==> config.mk <==
export PLATFORM = sky130hd
export DESIGN_NAME = logic_op_scheduler
export DESIGN_NICKNAME = d
export VERILOG_FILES = /design/src/rtl/logic_op_scheduler.sv
export SDC_FILE = /design/constraint.sdc
export NUM_CORES = 1
export LEC_CHECK = 0
export ABC_AREA = 1
export BUFFER_PORTS_ARGS = -buffer_cell sky130_fd_sc_hd__buf_2
export CAP_MARGIN = 20
export CORE_AREA = 2 2 115 128
export CTS_CLUSTER_DIAMETER = 30
export DETAILED_ROUTE_END_ITERATION = 6
export DIE_AREA = 0 0 117 130
export PLACE_DENSITY = 0.8
export SYNTH_ARGS = -nofsm -noshare
export SYNTH_HDL_FRONTEND = slang
export SYNTH_SLANG_ARGS = --single-unit
==> constraint.sdc <==
create_clock -name clock -period 1.9 [get_ports clock]
set_input_delay 0.095 -clock clock [delete_from_list [all_inputs] [get_ports clock]]
set_output_delay 0.095 -clock clock [all_outputs]
set_load 0.01 [all_outputs]
==> src/rtl/logic_op_scheduler.sv <==
// logic_op_scheduler
//   Shares one 32-bit logic/extension datapath between two requesters.
//   Arbitration is round-robin. Operands are captured on the grant edge.
//   The operation is evaluated for one cycle (EXEC), and the result is
//   returned on a registered response channel (RESP) with backpressure.
//
// Handshakes:
//   Request side: reqN is a level request. gntN is a one-cycle combinational
//   accept pulse, and the operands are captured on that clock edge. A reqN
//   still high on the cycle after gntN counts as a fresh request.
//   Response side: a transfer happens on any rising edge with
//   rspValid && rspReady. rspValid, rspId and rspData are held stable until
//   that edge.
//
// Ports:
//   clock, nReset          clock and asynchronous active-low reset
//   req0/1, op0/1          request valid and 3-bit opcode per requester
//   a0, b0, a1, b1         32-bit operands per requester
//   gnt0, gnt1             combinational grant pulses (0 while in reset)
//   rspValid/rspId/rspData registered response channel
//   rspReady               consumer accepts the response
//   busy                   FSM is not in IDLE
//   opCount                saturating count of completed responses
module logic_op_scheduler #(
    parameter int CNT_W = 16
) (
    input  logic             clock,
    input  logic             nReset,
    input  logic             req0,
    input  logic             req1,
    input  logic [2:0]       op0,
    input  logic [2:0]       op1,
    input  logic [31:0]      a0,
    input  logic [31:0]      b0,
    input  logic [31:0]      a1,
    input  logic [31:0]      b1,
    output logic             gnt0,
    output logic             gnt1,
    output logic             rspValid,
    output logic             rspId,
    output logic [31:0]      rspData,
    input  logic             rspReady,
    output logic             busy,
    output logic [CNT_W-1:0] opCount
);

    typedef enum logic [1:0] {
        S_IDLE = 2'd0,
        S_EXEC = 2'd1,
        S_RESP = 2'd2
    } state_t;

    state_t            r_state;
    state_t            w_next;
    logic              r_rrPtr;
    logic [2:0]        r_op;
    logic [31:0]       r_a;
    logic [31:0]       r_b;
    logic              r_id;
    logic              r_rspValid;
    logic              r_rspId;
    logic [31:0]       r_rspData;
    logic [CNT_W-1:0]  r_opCount;

    logic              w_any;
    logic              w_sel1;
    logic              w_gnt0;
    logic              w_gnt1;
    logic              w_fire;
    logic [31:0]       w_result;

    // Requester 1 wins when it is the only one asking, or on a tie when
    // the round-robin pointer favours it.
    assign w_any  = req0 | req1;
    assign w_sel1 = req1 & (~req0 | r_rrPtr);
    assign w_fire = (r_state == S_RESP) & rspReady;

    // State register
    always_ff @(posedge clock or negedge nReset) begin
        if (!nReset) begin
            r_state <= S_IDLE;
        end else begin
            r_state <= w_next;
        end
    end

    // Next-state logic
    always_comb begin
        w_next = r_state;
        case (r_state)
            S_IDLE:  if (w_any) w_next = S_EXEC;
            S_EXEC:  w_next = S_RESP;
            S_RESP:  if (rspReady) w_next = S_IDLE;
            default: w_next = S_IDLE;
        endcase
    end

    // Output logic: grants only in IDLE, independent of rspReady
    always_comb begin
        w_gnt0 = 1'b0;
        w_gnt1 = 1'b0;
        if (r_state == S_IDLE && w_any) begin
            w_gnt0 = ~w_sel1;
            w_gnt1 = w_sel1;
        end
    end

    // Grants are gated with reset so nothing is accepted while held in reset
    assign gnt0 = w_gnt0 & nReset;
    assign gnt1 = w_gnt1 & nReset;
    assign busy = (r_state != S_IDLE);

    // Operand capture on the grant edge
    always_ff @(posedge clock or negedge nReset) begin
        if (!nReset) begin
            r_op <= 3'd0;
            r_a  <= 32'd0;
            r_b  <= 32'd0;
            r_id <= 1'b0;
        end else if (r_state == S_IDLE && w_any) begin
            r_op <= w_sel1 ? op1 : op0;
            r_a  <= w_sel1 ? a1 : a0;
            r_b  <= w_sel1 ? b1 : b0;
            r_id <= w_sel1;
        end
    end

    // Shared logic/extension datapath
    always_comb begin
        w_result = 32'd0;
        case (r_op)
            3'b001:  w_result = r_a & r_b;
            3'b010:  w_result = r_a | r_b;
            3'b011:  w_result = r_a ^ r_b;
            3'b100:  w_result = {{16{r_a[15]}}, r_a[15:0]};
            3'b101:  w_result = {{24{r_a[7]}}, r_a[7:0]};
            3'b110:  w_result = {16'd0, r_a[15:0]};
            3'b111:  w_result = {24'd0, r_a[7:0]};
            default: w_result = 32'd0;
        endcase
    end

    // Response channel, round-robin pointer and completion counter
    always_ff @(posedge clock or negedge nReset) begin
        if (!nReset) begin
            r_rspValid <= 1'b0;
            r_rspId    <= 1'b0;
            r_rspData  <= 32'd0;
            r_rrPtr    <= 1'b0;
            r_opCount  <= '0;
        end else begin
            if (r_state == S_EXEC) begin
                r_rspValid <= 1'b1;
                r_rspId    <= r_id;
                r_rspData  <= w_result;
            end else if (w_fire) begin
                r_rspValid <= 1'b0;
                // The requester just served loses the next tie
                r_rrPtr    <= ~r_rspId;
                if (!(&r_opCount)) begin
                    r_opCount <= r_opCount + 1'b1;
                end
            end
        end
    end

    assign rspValid = r_rspValid;
    assign rspId    = r_rspId;
    assign rspData  = r_rspData;
    assign opCount  = r_opCount;

endmodule
## Word level (Yosys, flattened, before mapping)

Index checks and enable logic that the tools add are counted.
W data, S select, Z words.

| storage, ports and cells | value |
|---|---|
| output and inout port bits | 53 |
| word-level logic and storage cells | 55 |
| flip-flop bits (word level) | 121 |
| input bits | 139 |

| cells by class | value |
|---|---|
| bitwise operators | 14 |
| eq/ne operators | 11 |
| add/subtract/negate cells | 1 |
| reduce and logical (&&, ||, !) cells | 8 |
| muxes and demuxes | 11 |

Operator list:

| operator | number |
|---|---|
| $pmux W32 S7 | 1 |
| $mux W32 | 2 |
| $and A32 B32 Y32 | 1 |
| $or A32 B32 Y32 | 1 |
| $xor A32 B32 Y32 | 1 |
| $add A16 B1 Y16 const B | 1 |
| $reduce_and A16 Y1 | 1 |
| $eq A3 B3 Y1 const B | 4 |
| $eq A3 B2 Y1 const B | 2 |
| $pmux W2 S3 | 1 |
| $not A1 Y1 | 5 |
| $and A1 B1 Y1 | 4 |
| $mux W1 | 4 |
| $mux W2 | 2 |
| $ne A2 B2 Y1 const B | 2 |
| $reduce_and A2 Y1 | 2 |
| $reduce_bool A2 Y1 | 2 |
| $eq A3 B1 Y1 const B | 1 |
| $mux W3 | 1 |
| $reduce_and A3 Y1 | 1 |
| $eq A2 B1 Y1 const B | 1 |
| $eq A2 B2 Y1 const B | 1 |
| $logic_not A2 Y1 | 1 |
| $or A1 B1 Y1 | 2 |
| $logic_and A1 B1 Y1 | 1 |

## Logic depth before layout (Yosys ltp)

Gate-level depths: netlist of the first run.

| depth | value |
|---|---|
| word-level depth | 6 |
| gate-level depth with buffers | 9 |
| depth with buffers taken out | 8 |

## Least setup slack after synthesis of the first run

Ideal clock, no wire load.

| path | value |
|---|---|
| kind | reg2reg |
| from | register r_opCount[0], in the netlist opCount[0] |
| to | register r_opCount[13], in the netlist opCount[13] |
| path slack | 0.312 ns |
| period minus slack after synthesis | 1.588 ns |
| cell stages (with the launch flop) | 10 |
| required time | 1.835 ns |
| buffers on the path | 1 |
| library setup time | 0.065 ns |
| arrival time | 1.523 ns |
| cells stage by stage | dfrtp_1 ha_1 nand3_1 inv_1 nand3_2 nor2_2 nor2_2 buf_2 nand2_1 nand2_1 |

| on the way | value |
|---|---|
| word-level cells in the longest chain between the ends | 3 |
| elaborated cells between the ends (all ways) | 4 |
| classes of those cells | 1 x add/sub; 1 x bitwise; 2 x reduce/logical |

Ends and longest elaborated chain:

| what | line | RTL |
|---|---|---|
| from (decl) | 63 | `logic [CNT_W-1:0] r_opCount;` |
| from (signal assigned) | 161 | `r_opCount <= r_opCount + 1'b1;` |
| parallel branches: the longest is 3 deep, another holds $add A16 B1 Y16 | n/a |  |

Several ways; the timed one is not identified.
A chain may end at the register's enable or synchronous reset.

## Worst setup path after layout of the first run

| path | value |
|---|---|
| from | register r_state[1] |
| to | output gnt1 |

| on the way | value |
|---|---|
| word-level cells in the longest chain between the ends | 4 |

Ends and longest elaborated chain:

| what | line | RTL |
|---|---|---|
| from (decl) | 53 | `state_t r_state;` |
| from (signal assigned) | 83 | `r_state <= w_next;` |
| $logic_not A2 Y1 | 102 | `if (r_state == S_IDLE && w_any) begin` |
| $logic_and A1 B1 Y1 | 102 |  |
| $mux W1 | 102 |  |
| $and A1 B1 Y1 | 110 | `assign gnt1 = w_gnt1 & nReset;` |
| to (decl) | 38 | `output logic gnt1,` |

No other way between the ends.

==> results of run 1 <==
cell type report:
type                            instances  area [um^2]  area share [%]
Multi-Input combinational cell        672         3650            34.5
Sequential cell                       121         3030            28.7
Clock inverter                          8         92.6           0.876
Timing Repair Buffer                  354         2620            24.8
Tap cell                              192          240            2.27
Clock buffer                           24          492            4.65
Inverter                              120          450            4.26
flip-flops by register name, summed over array words and instances, names as in the netlist, 2 cells and up:
register  count
r_state       2
r_b          32
r_op          3
rspData      32
opCount      16
r_a          32
kinds of logic after synthesis:
group / after synthesis / synth area share (%)
adder cells (fa/ha/maj): 65 / 11.1
AND/OR/NAND/NOR: 502 / 28.3
XOR/XNOR: 7 / 0.835
flip-flops: 121 / 41.2
AO/OA/AOI/OAI: 98 / 9.19
buffers and inverters: 161 / 9.41
routing by layer:
layer / part of all wire, % / GRT usage (%) / vias up
li1: - / - / 3697
met1: 37 / 38.9 / 3717
met2: 49 / 58.0 / 457
met3: 7.6 / 6.92 / 158
met4: 6.2 / 21.5 / 0
met5: 0 / 0 / -
stage by stage:
stage          area [um^2]  power [mW]  utilization [%]
2_1_floorplan         7340        8.65                -
3_3_place_gp          8520        10.4             60.4
3_5_place_dp          8520        10.7             60.4
4_1_cts              10500        14.2             74.5
5_1_grt              10600        15.7             74.9
6_report             10600        14.6             74.9
power breakdown:
group          internal (mW)  switching (mW)  leakage (nW)  total [mW]
Clock                   2.06            1.16         0.290        3.22
Sequential              3.66           0.918          1.52        4.58
Combinational           2.64            4.19          3.73        6.83
layout by cell type (no fill, tap or decap):
| cell | count |
|---|---|
| sky130_fd_sc_hd__buf_2 | 190 |
| sky130_fd_sc_hd__o22ai_1 | 3 |
| sky130_fd_sc_hd__o21ai_1 | 8 |
| sky130_fd_sc_hd__o21ai_0 | 19 |
| sky130_fd_sc_hd__dfrtp_1 | 120 |
| sky130_fd_sc_hd__nand4_4 | 1 |
| sky130_fd_sc_hd__nor2_2 | 3 |
| sky130_fd_sc_hd__nor3_4 | 1 |
| sky130_fd_sc_hd__nor3_1 | 1 |
| sky130_fd_sc_hd__clkinv_1 | 1 |
| sky130_fd_sc_hd__nand4_1 | 11 |
| sky130_fd_sc_hd__nand3_1 | 58 |
| sky130_fd_sc_hd__nor2_4 | 5 |
| sky130_fd_sc_hd__clkbuf_1 | 3 |
| sky130_fd_sc_hd__inv_1 | 114 |
| sky130_fd_sc_hd__nor2_1 | 52 |
| sky130_fd_sc_hd__o21ai_2 | 1 |
| sky130_fd_sc_hd__nand2_4 | 1 |
| sky130_fd_sc_hd__ha_1 | 65 |
| sky130_fd_sc_hd__nand3_2 | 2 |
| sky130_fd_sc_hd__inv_2 | 5 |
| sky130_fd_sc_hd__xnor2_1 | 4 |
| sky130_fd_sc_hd__xor2_1 | 3 |
| sky130_fd_sc_hd__clkbuf_16 | 18 |
| sky130_fd_sc_hd__nor2_8 | 1 |
| sky130_fd_sc_hd__dlygate4sd3_1 | 136 |
| sky130_fd_sc_hd__dfrtp_2 | 1 |
| sky130_fd_sc_hd__o211ai_1 | 66 |
| sky130_fd_sc_hd__o21ai_4 | 1 |
| sky130_fd_sc_hd__clkbuf_8 | 4 |
| sky130_fd_sc_hd__bufinv_16 | 2 |
| sky130_fd_sc_hd__nand2_1 | 366 |
| sky130_fd_sc_hd__clkinv_2 | 5 |
| sky130_fd_sc_hd__clkinvlp_4 | 1 |
| sky130_fd_sc_hd__buf_12 | 4 |
| sky130_fd_sc_hd__buf_4 | 22 |
| sky130_fd_sc_hd__bufbuf_16 | 1 |
what timing repair did:
| item | 4_1_cts | 5_1_grt |
|---|---|---|
| gates resized for setup | 1 | 1 |
| gates cloned | 1 | 1 |
| setup buffers | 1 | 4 |
| hold buffers | 136 | 0 |
| endpoints found under the hold margin | 189 | 0 |
| pin swaps | 2 | 2 |
| endpoints found under the setup margin | 1 | 1 |
worst min-delay path: stages:
cell and delay, ps:
sky130_fd_sc_hd__buf_2 110, sky130_fd_sc_hd__o21ai_2 120, sky130_fd_sc_hd__nand2_1 100, sky130_fd_sc_hd__nand3_1 80
worst max-delay path by stage:
stage | startpoint | end | slack (ps)
after global placement | r_op[0]$_DFFE_PN0N_ | rspData[27]$_DFFE_PN0P_ | 230
after global routing | opCount[0]$_DFFE_PN0P_ | opCount[5]$_DFFE_PN0P_ | 2
after CTS | r_state[1]$_DFFE_PN0P_ | gnt1 | 8
final | r_state[1]$_DFFE_PN0P_ | gnt1 | 80
after floorplan | opCount[0]$_DFFE_PN0P_ | opCount[13]$_DFFE_PN0P_ | 310
after detailed placement | opCount[0]$_DFFE_PN0P_ | opCount[15]$_DFFE_PN0P_ | 190
==> metrics.log, run 1 <==
[metrics] area of the die: 15,200 um^2
[metrics] Setup WS pre-CTS: 191 ps
[metrics] top cell type by total area after synthesis: sky130_fd_sc_hd__dfrtp_1
[metrics] number of endpoints with negative hold slack in the final report: 0
[metrics] clk sink count: 121
[metrics] max-cap violation count: 0
[metrics] worst hold slack: 145 ps
[metrics] die width: 117 um
[metrics] most used standard cell by instance count after synthesis: sky130_fd_sc_hd__nand2_1
[metrics] achievable clock frequency: 549 MHz
[metrics] layout-stage area growth over the synthesis result: 43.9%
[metrics] routed via count divided by cell count: 5.38
[metrics] crit-path cells: nor2_2 -> inv_1 -> nor2_4 -> buf_12 -> inv_1 -> nor2_1 -> buf_2
[metrics] CTS tree: yes
[metrics] final clock skew: 12.1 ps
[metrics] Max Root-Sink Buffers: 2
[metrics] synth top area cells: sky130_fd_sc_hd__dfrtp_1, sky130_fd_sc_hd__nand2_1, sky130_fd_sc_hd__ha_1
[metrics] commonest cells in the netlist: sky130_fd_sc_hd__nand2_1, sky130_fd_sc_hd__dfrtp_1, sky130_fd_sc_hd__inv_1, sky130_fd_sc_hd__o211ai_1, sky130_fd_sc_hd__ha_1
[metrics] global placement routability congestion: 0.874
[metrics] area of the placeable core: 14,100 um^2
[metrics] unrepaired setup endpoints after global routing: false
[metrics] IR Drop Worst-Case VDD: 0.738 mV
[metrics] number of H-tree branching levels: 4
[metrics] status: completed
[metrics] number of instances in the placed design: 1,316
[metrics] y dimension of the die: 130 um
[metrics] fraction of post-synthesis cell area in the top cell type by area: 41.2%
[metrics] Clock Latency Late Sink: 430 ps
[metrics] total of flip-flops plus latches after synthesis: 121
[metrics] Synth cell types: 30
[metrics] post-route fraction of the period consumed by the critical path: 95.9%
[metrics] largest fanout on the critical path: 4
[metrics] primary flip-flop cell chosen by synthesis mapping: sky130_fd_sc_hd__dfrtp_1
[metrics] first-pass GRT wire length: 39,500 um
[metrics] setup slack of the worst register-to-register path: 130 ps
[metrics] beginning of the worst register-to-register path: r_state[1]$_DFFE_PN0P_
[metrics] number of nets at the end of the flow: 1,490
[metrics] Final Max Tran Viols: 0
[metrics] buffering stage count on the worst path with inverters included: 4
[metrics] number of top-level pins: 192
[metrics] Sum Neg Setup Slack: 0 ps
[metrics] DR iter-0 viols: 756
[metrics] Pwr Density: 1380 nW/um^2
[metrics] Detailed Place HPWL: 14,000 um
[metrics] total of endpoints with negative setup slack in the final report: 0
[metrics] kind of cell adding the most delay to the critical path: flip-flops
[metrics] CP endpoint kind: output pin
[metrics] Antenna Nets Post-Route: 0
[metrics] total routing usage reported by global routing: 34.0%
[metrics] total vias in the final route: 8,029
[metrics] number of buffers created by CTS: 17
[metrics] Final Critical Period: 1820 ps
[metrics] antenna cell count: 0
[metrics] Port Buffer Count: 191
[metrics] instance count along the most critical hold path: 4
[metrics] fraction of final layout cells with drive strength greater than 1: 20.7%
[metrics] Setup WS post-layout: 77.3 ps
[metrics] Initial Util: 52.1%
[metrics] Hold Startpoint: req1
[metrics] row count: 46
[metrics] Register-to-Register Path Depth: 7
[metrics] final standard cell count with taps included and fillers excluded: 1,491
[metrics] Filler Cells Inserted: 925
[metrics] Slew HR: 54.3%
[metrics] remaining global-route overflow: 0
[metrics] total of warnings raised by yosys: 0
[metrics] leakage power summed over all cells: 5.54 nW
[metrics] count of unresolved DRC violations after routing: 0
[metrics] final routed wire length divided by cell count: 17.0 um
[metrics] destination of the worst hold path: r_op[0]$_DFFE_PN0N_
[metrics] wire length after detailed routing: 25,300 um
[metrics] Tightest Hold Check Type: in -> reg
[metrics] Worst Setup Start Kind: flip-flop
[metrics] required time at the worst-slack endpoint: 1800 ps
[metrics] number of nets in the synthesized netlist: 1,158
[metrics] transition time at the pin with the least slew margin: 686 ps
[metrics] worst r2r dst: r_b[14]$_DFFE_PN0N_
[metrics] cell with the largest stage delay on the worst path: sky130_fd_sc_hd__dfrtp_2
[metrics] Pre-Repair DR Iteration Count: 6
[metrics] master cell of the clock root buffer: sky130_fd_sc_hd__clkbuf_16
[metrics] number of cells on the critical path: 7
[metrics] arrival time at the worst endpoint: 1730 ps
[metrics] post-synthesis cell area: 7340 um^2
[metrics] cell mode on critical path: sky130_fd_sc_hd__inv_1
[metrics] Reg clk slew, reported paths: 60 ps
[metrics] Setup Crit Path Kind: reg -> out
[metrics] synthesized area divided by synthesized cell count: 7.70 um^2
[metrics] pin count of the biggest net entering global routing: 122
[metrics] number of global-route vias before repair: 8,150
[metrics] antenna violations before repair: 0
[metrics] async set-reset flop share out of synthesis: 100%
[metrics] Post-Syn Instances: 954
[metrics] delay of the slowest cell on the worst path: 440 ps
[metrics] count of flip-flops with a built-in enable after synthesis: 0
[metrics] proportion of synthesized chip area in sequential cells: 41.2%
Note: power is estimated with default switching activity, not from simulation.
==> run 2, diff against run 1 <==
--- a/config.mk
+++ b/config.mk
@@ -5,13 +5,13 @@
 export SDC_FILE = /design/constraint.sdc
 export NUM_CORES = 1
 export LEC_CHECK = 0
-export ABC_AREA = 1
 export BUFFER_PORTS_ARGS = -buffer_cell sky130_fd_sc_hd__buf_2
 export CAP_MARGIN = 20
-export CORE_AREA = 2 2 115 128
+export CORE_AREA = 2 2 112 125
 export CTS_CLUSTER_DIAMETER = 30
 export DETAILED_ROUTE_END_ITERATION = 6
-export DIE_AREA = 0 0 117 130
+export DIE_AREA = 0 0 114 127
+export GPL_ROUTABILITY_DRIVEN = 0
 export PLACE_DENSITY = 0.8
 export SYNTH_ARGS = -nofsm -noshare
 export SYNTH_HDL_FRONTEND = slang
==> metrics.log, run 2 <==
[metrics] Filler Cells Inserted: 796
[metrics] wire length after detailed routing: 23,900 um
[metrics] final clock skew: 14.3 ps
[metrics] y dimension of the die: 127 um
[metrics] number of nets in the synthesized netlist: 899
[metrics] synth top area cells: sky130_fd_sc_hd__dfrtp_1, sky130_fd_sc_hd__ha_1, sky130_fd_sc_hd__a222oi_1
[metrics] max-cap violation count: 0
[metrics] Pwr Density: 1480 nW/um^2
[metrics] most frequent cells in the layout: sky130_fd_sc_hd__buf_2, sky130_fd_sc_hd__dlygate4sd3_1, sky130_fd_sc_hd__inv_1
[metrics] CTS tree: yes
[metrics] routed via count divided by cell count: 5.82
[metrics] simple-gate share of the synthesized area: 8.81%
[metrics] final routed wire length divided by cell count: 19.8 um
[metrics] DR iter-0 viols: 733
[metrics] master cell of the clock root buffer: sky130_fd_sc_hd__clkbuf_16
[metrics] area fraction in compound gates after synthesis: 18.8%
[metrics] status: completed
[metrics] Final Critical Period: 1820 ps
[metrics] Power Total: 15.2 mW
[metrics] worst setup path end: gnt1
[metrics] synthesized area divided by synthesized cell count: 9.89 um^2
[metrics] number of endpoints with negative hold slack in the final report: 0
[metrics] largest fanout on the critical path: 11
[metrics] transition time at the pin with the least slew margin: 690 ps
[metrics] row count: 44
[metrics] Tightest Hold Check Type: in -> async
[metrics] Initial Util: 52.5%
[metrics] number of global-route vias before repair: 7,446
[metrics] number of buffers created by CTS: 17
[metrics] antenna violations before repair: 1
[metrics] fraction of post-synthesis cell area in the top cell type by area: 44.0%
[metrics] Post-Syn Instances: 695
[metrics] synthesized-area fraction occupied by xor and xnor cells: 1.91%
[metrics] proportion of synthesized chip area in sequential cells: 44.0%
[metrics] primary flip-flop cell chosen by synthesis mapping: sky130_fd_sc_hd__dfrtp_1
[metrics] fraction of final layout cells with drive strength greater than 1: 28.1%
[metrics] number of H-tree branching levels: 4
[metrics] area of the die: 14,500 um^2
[metrics] Crit. Startpoint: r_state[1]$_DFFE_PN0P_
[metrics] total of warnings raised by yosys: 0
[metrics] Synth cell types: 45
[metrics] achievable clock frequency: 550 MHz
[metrics] IR Drop Worst-Case VDD: 0.841 mV
[metrics] total vias in the final route: 7,030
[metrics] count of flip-flops with a built-in enable after synthesis: 0
[metrics] Antenna Nets Post-Route: 0
[metrics] die width: 114 um
[metrics] worst hold slack: 149 ps
[metrics] arithmetic-cell share of the synthesized area counting full adders, half adders and majority gates: 11.8%
[metrics] commonest cells in the netlist: sky130_fd_sc_hd__inv_1, sky130_fd_sc_hd__dfrtp_1, sky130_fd_sc_hd__a222oi_1, sky130_fd_sc_hd__ha_1, sky130_fd_sc_hd__o21ai_0
[metrics] Port Buffer Count: 191
[metrics] unrepaired setup endpoints after global routing: false
[metrics] number of top-level pins: 192
[metrics] area taken by flip-flops and latches: 3030 um^2
[metrics] layout-stage area growth over the synthesis result: 49.0%
[metrics] leakage power summed over all cells: 5.44 nW
[metrics] first-pass GRT wire length: 37,100 um
[metrics] total of flip-flops plus latches after synthesis: 121
[metrics] async set-reset flop share out of synthesis: 100%
[metrics] count of unresolved DRC violations after routing: 0
[metrics] post-synthesis cell area: 6880 um^2
[metrics] post-synthesis mux area share: 4.08%
[metrics] Clock Latency Late Sink: 420 ps
[metrics] Reg clk slew, reported paths: 50 ps
[metrics] number of nets at the end of the flow: 1,237
[metrics] required time at the worst-slack endpoint: 1800 ps
[metrics] Sum Neg Setup Slack: 0 ps
[metrics] total of endpoints with negative setup slack in the final report: 0
[metrics] post-route fraction of the period consumed by the critical path: 95.8%
[metrics] total routing usage reported by global routing: 33.5%
[metrics] remaining global-route overflow: 0
[metrics] Detailed Place HPWL: 12,800 um
[metrics] Pre-Repair DR Iteration Count: 6
[metrics] arrival time at the worst endpoint: 1720 ps
[metrics] area of the multi-input gates: 3180 um^2
[metrics] setup slack of the worst register-to-register path: 140 ps
[metrics] CP endpoint kind: output pin
[metrics] largest family of logic cells by synthesized area: compound AO/OA/AOI/OAI gates
[metrics] Slew HR: 53.9%
[metrics] top cell type by total area after synthesis: sky130_fd_sc_hd__dfrtp_1
[metrics] most common cell after layout, fill and taps aside: sky130_fd_sc_hd__buf_2
[metrics] worst r2r dst: r_b[4]$_DFFE_PN0N_
[metrics] Final Max Tran Viols: 0
[metrics] Max Root-Sink Buffers: 2
[metrics] Setup Crit Path Kind: reg -> out
[metrics] share of the core filled with cells: 78.2%
[metrics] beginning of the worst register-to-register path: r_state[1]$_DFFE_PN0P_
[metrics] pin count of the biggest net entering global routing: 55
[metrics] most used standard cell by instance count after synthesis: sky130_fd_sc_hd__inv_1
[metrics] area of the placeable core: 13,100 um^2
[metrics] Worst Setup Start Kind: flip-flop
[metrics] Register-to-Register Path Depth: 5
[metrics] clk sink count: 121
[run 2: cell types whose count changed in the layout (fill, tap and decap cells not counted), moves of 19 or more]
| cell | change |
|---|---|
| sky130_fd_sc_hd__nand2_1 | -321 |
| sky130_fd_sc_hd__a222oi_1 | +67 |
| sky130_fd_sc_hd__o211ai_1 | -66 |
| sky130_fd_sc_hd__nand3_1 | -54 |
| sky130_fd_sc_hd__nor2_1 | -47 |
| sky130_fd_sc_hd__o21ai_0 | +29 |
| sky130_fd_sc_hd__a211oi_1 | +23 |
| sky130_fd_sc_hd__nor3_1 | +20 |
| sky130_fd_sc_hd__inv_1 | +19 |
[run 2: area by class of cell]
| cell class | count | area share [%] |
|---|---|---|
| antenna | 1 | 0.0244 |
| clock buffer | 25 | 5.03 |
| clock inverter | 7 | 0.855 |
| inverter | 135 | 4.98 |
| multi-input combinational | 389 | 31.0 |
| sequential | 121 | 29.6 |
| tap | 161 | 1.97 |
| timing repair buffer | 369 | 26.6 |
[run 2: timing repair]
action                                 CTS  global route
buffers inserted                         2             0
endpoints found under the hold margin  110             0
hold buffers                           136             0
resized for setup                        3             2
setup endpoints to repair               13             7
[run 2: metal layers]
layer / track usage [%] / part of all wire (%) / vias up
met5: 0 / 0 / -
met4: 22.8 / 6.0 / 0
met3: 8.21 / 7.2 / 114
met2: 57.8 / 51 / 404
met1: 36.0 / 36 / 3352
li1: - / - / 3160
[run 2: power breakdown]
part	switching [mW]	internal, mW
logic	4.05	3.08
registers	1.06	3.71
clock network	1.16	2.13
[run 2: worst min-delay path by stage]
stage / endpoint / slack (ps)
finish: opCount[10]$_DFFE_PN0P_ / 150
global route: r_b[10]$_DFFE_PN0N_ / 170
CTS: opCount[10]$_DFFE_PN0P_ / 140
detailed placement: opCount[10]$_DFFE_PN0P_ / 40
global placement: opCount[10]$_DFFE_PN0P_ / 40
floorplan: opCount[0]$_DFFE_PN0P_ / -200
[run 2: cell families (layout without fill, tap and decap cells)]
group / Yosys count / after routing
AOI/OAI and AO/OA: 169 / 169
and+or+nand+nor: 114 / 114
muxes: 26 / 26
adders and majority gates: 65 / 65
buffers and inverters: 185 / 536
other: 0 / 1
DFF: 121 / 121
xor gates and xnor gates: 15 / 15
[run 2: critical path, cell delays in order (launching register included)]
cell and delay (ps):
sky130_fd_sc_hd__dfrtp_1 430, sky130_fd_sc_hd__nor2_2 260, sky130_fd_sc_hd__and3_4 340, sky130_fd_sc_hd__and2_1 150, sky130_fd_sc_hd__buf_2 130
[run 2: per-stage QoR]
step	std cells	worst slack, ps	instance area, um^2
finish	1208	80.6	10200
detailed placement	1037	-400	8240
floorplan	695	170	6880
global placement	1037	-324	8240
global route	1208	20.2	10200
CTS	1207	97.8	10200
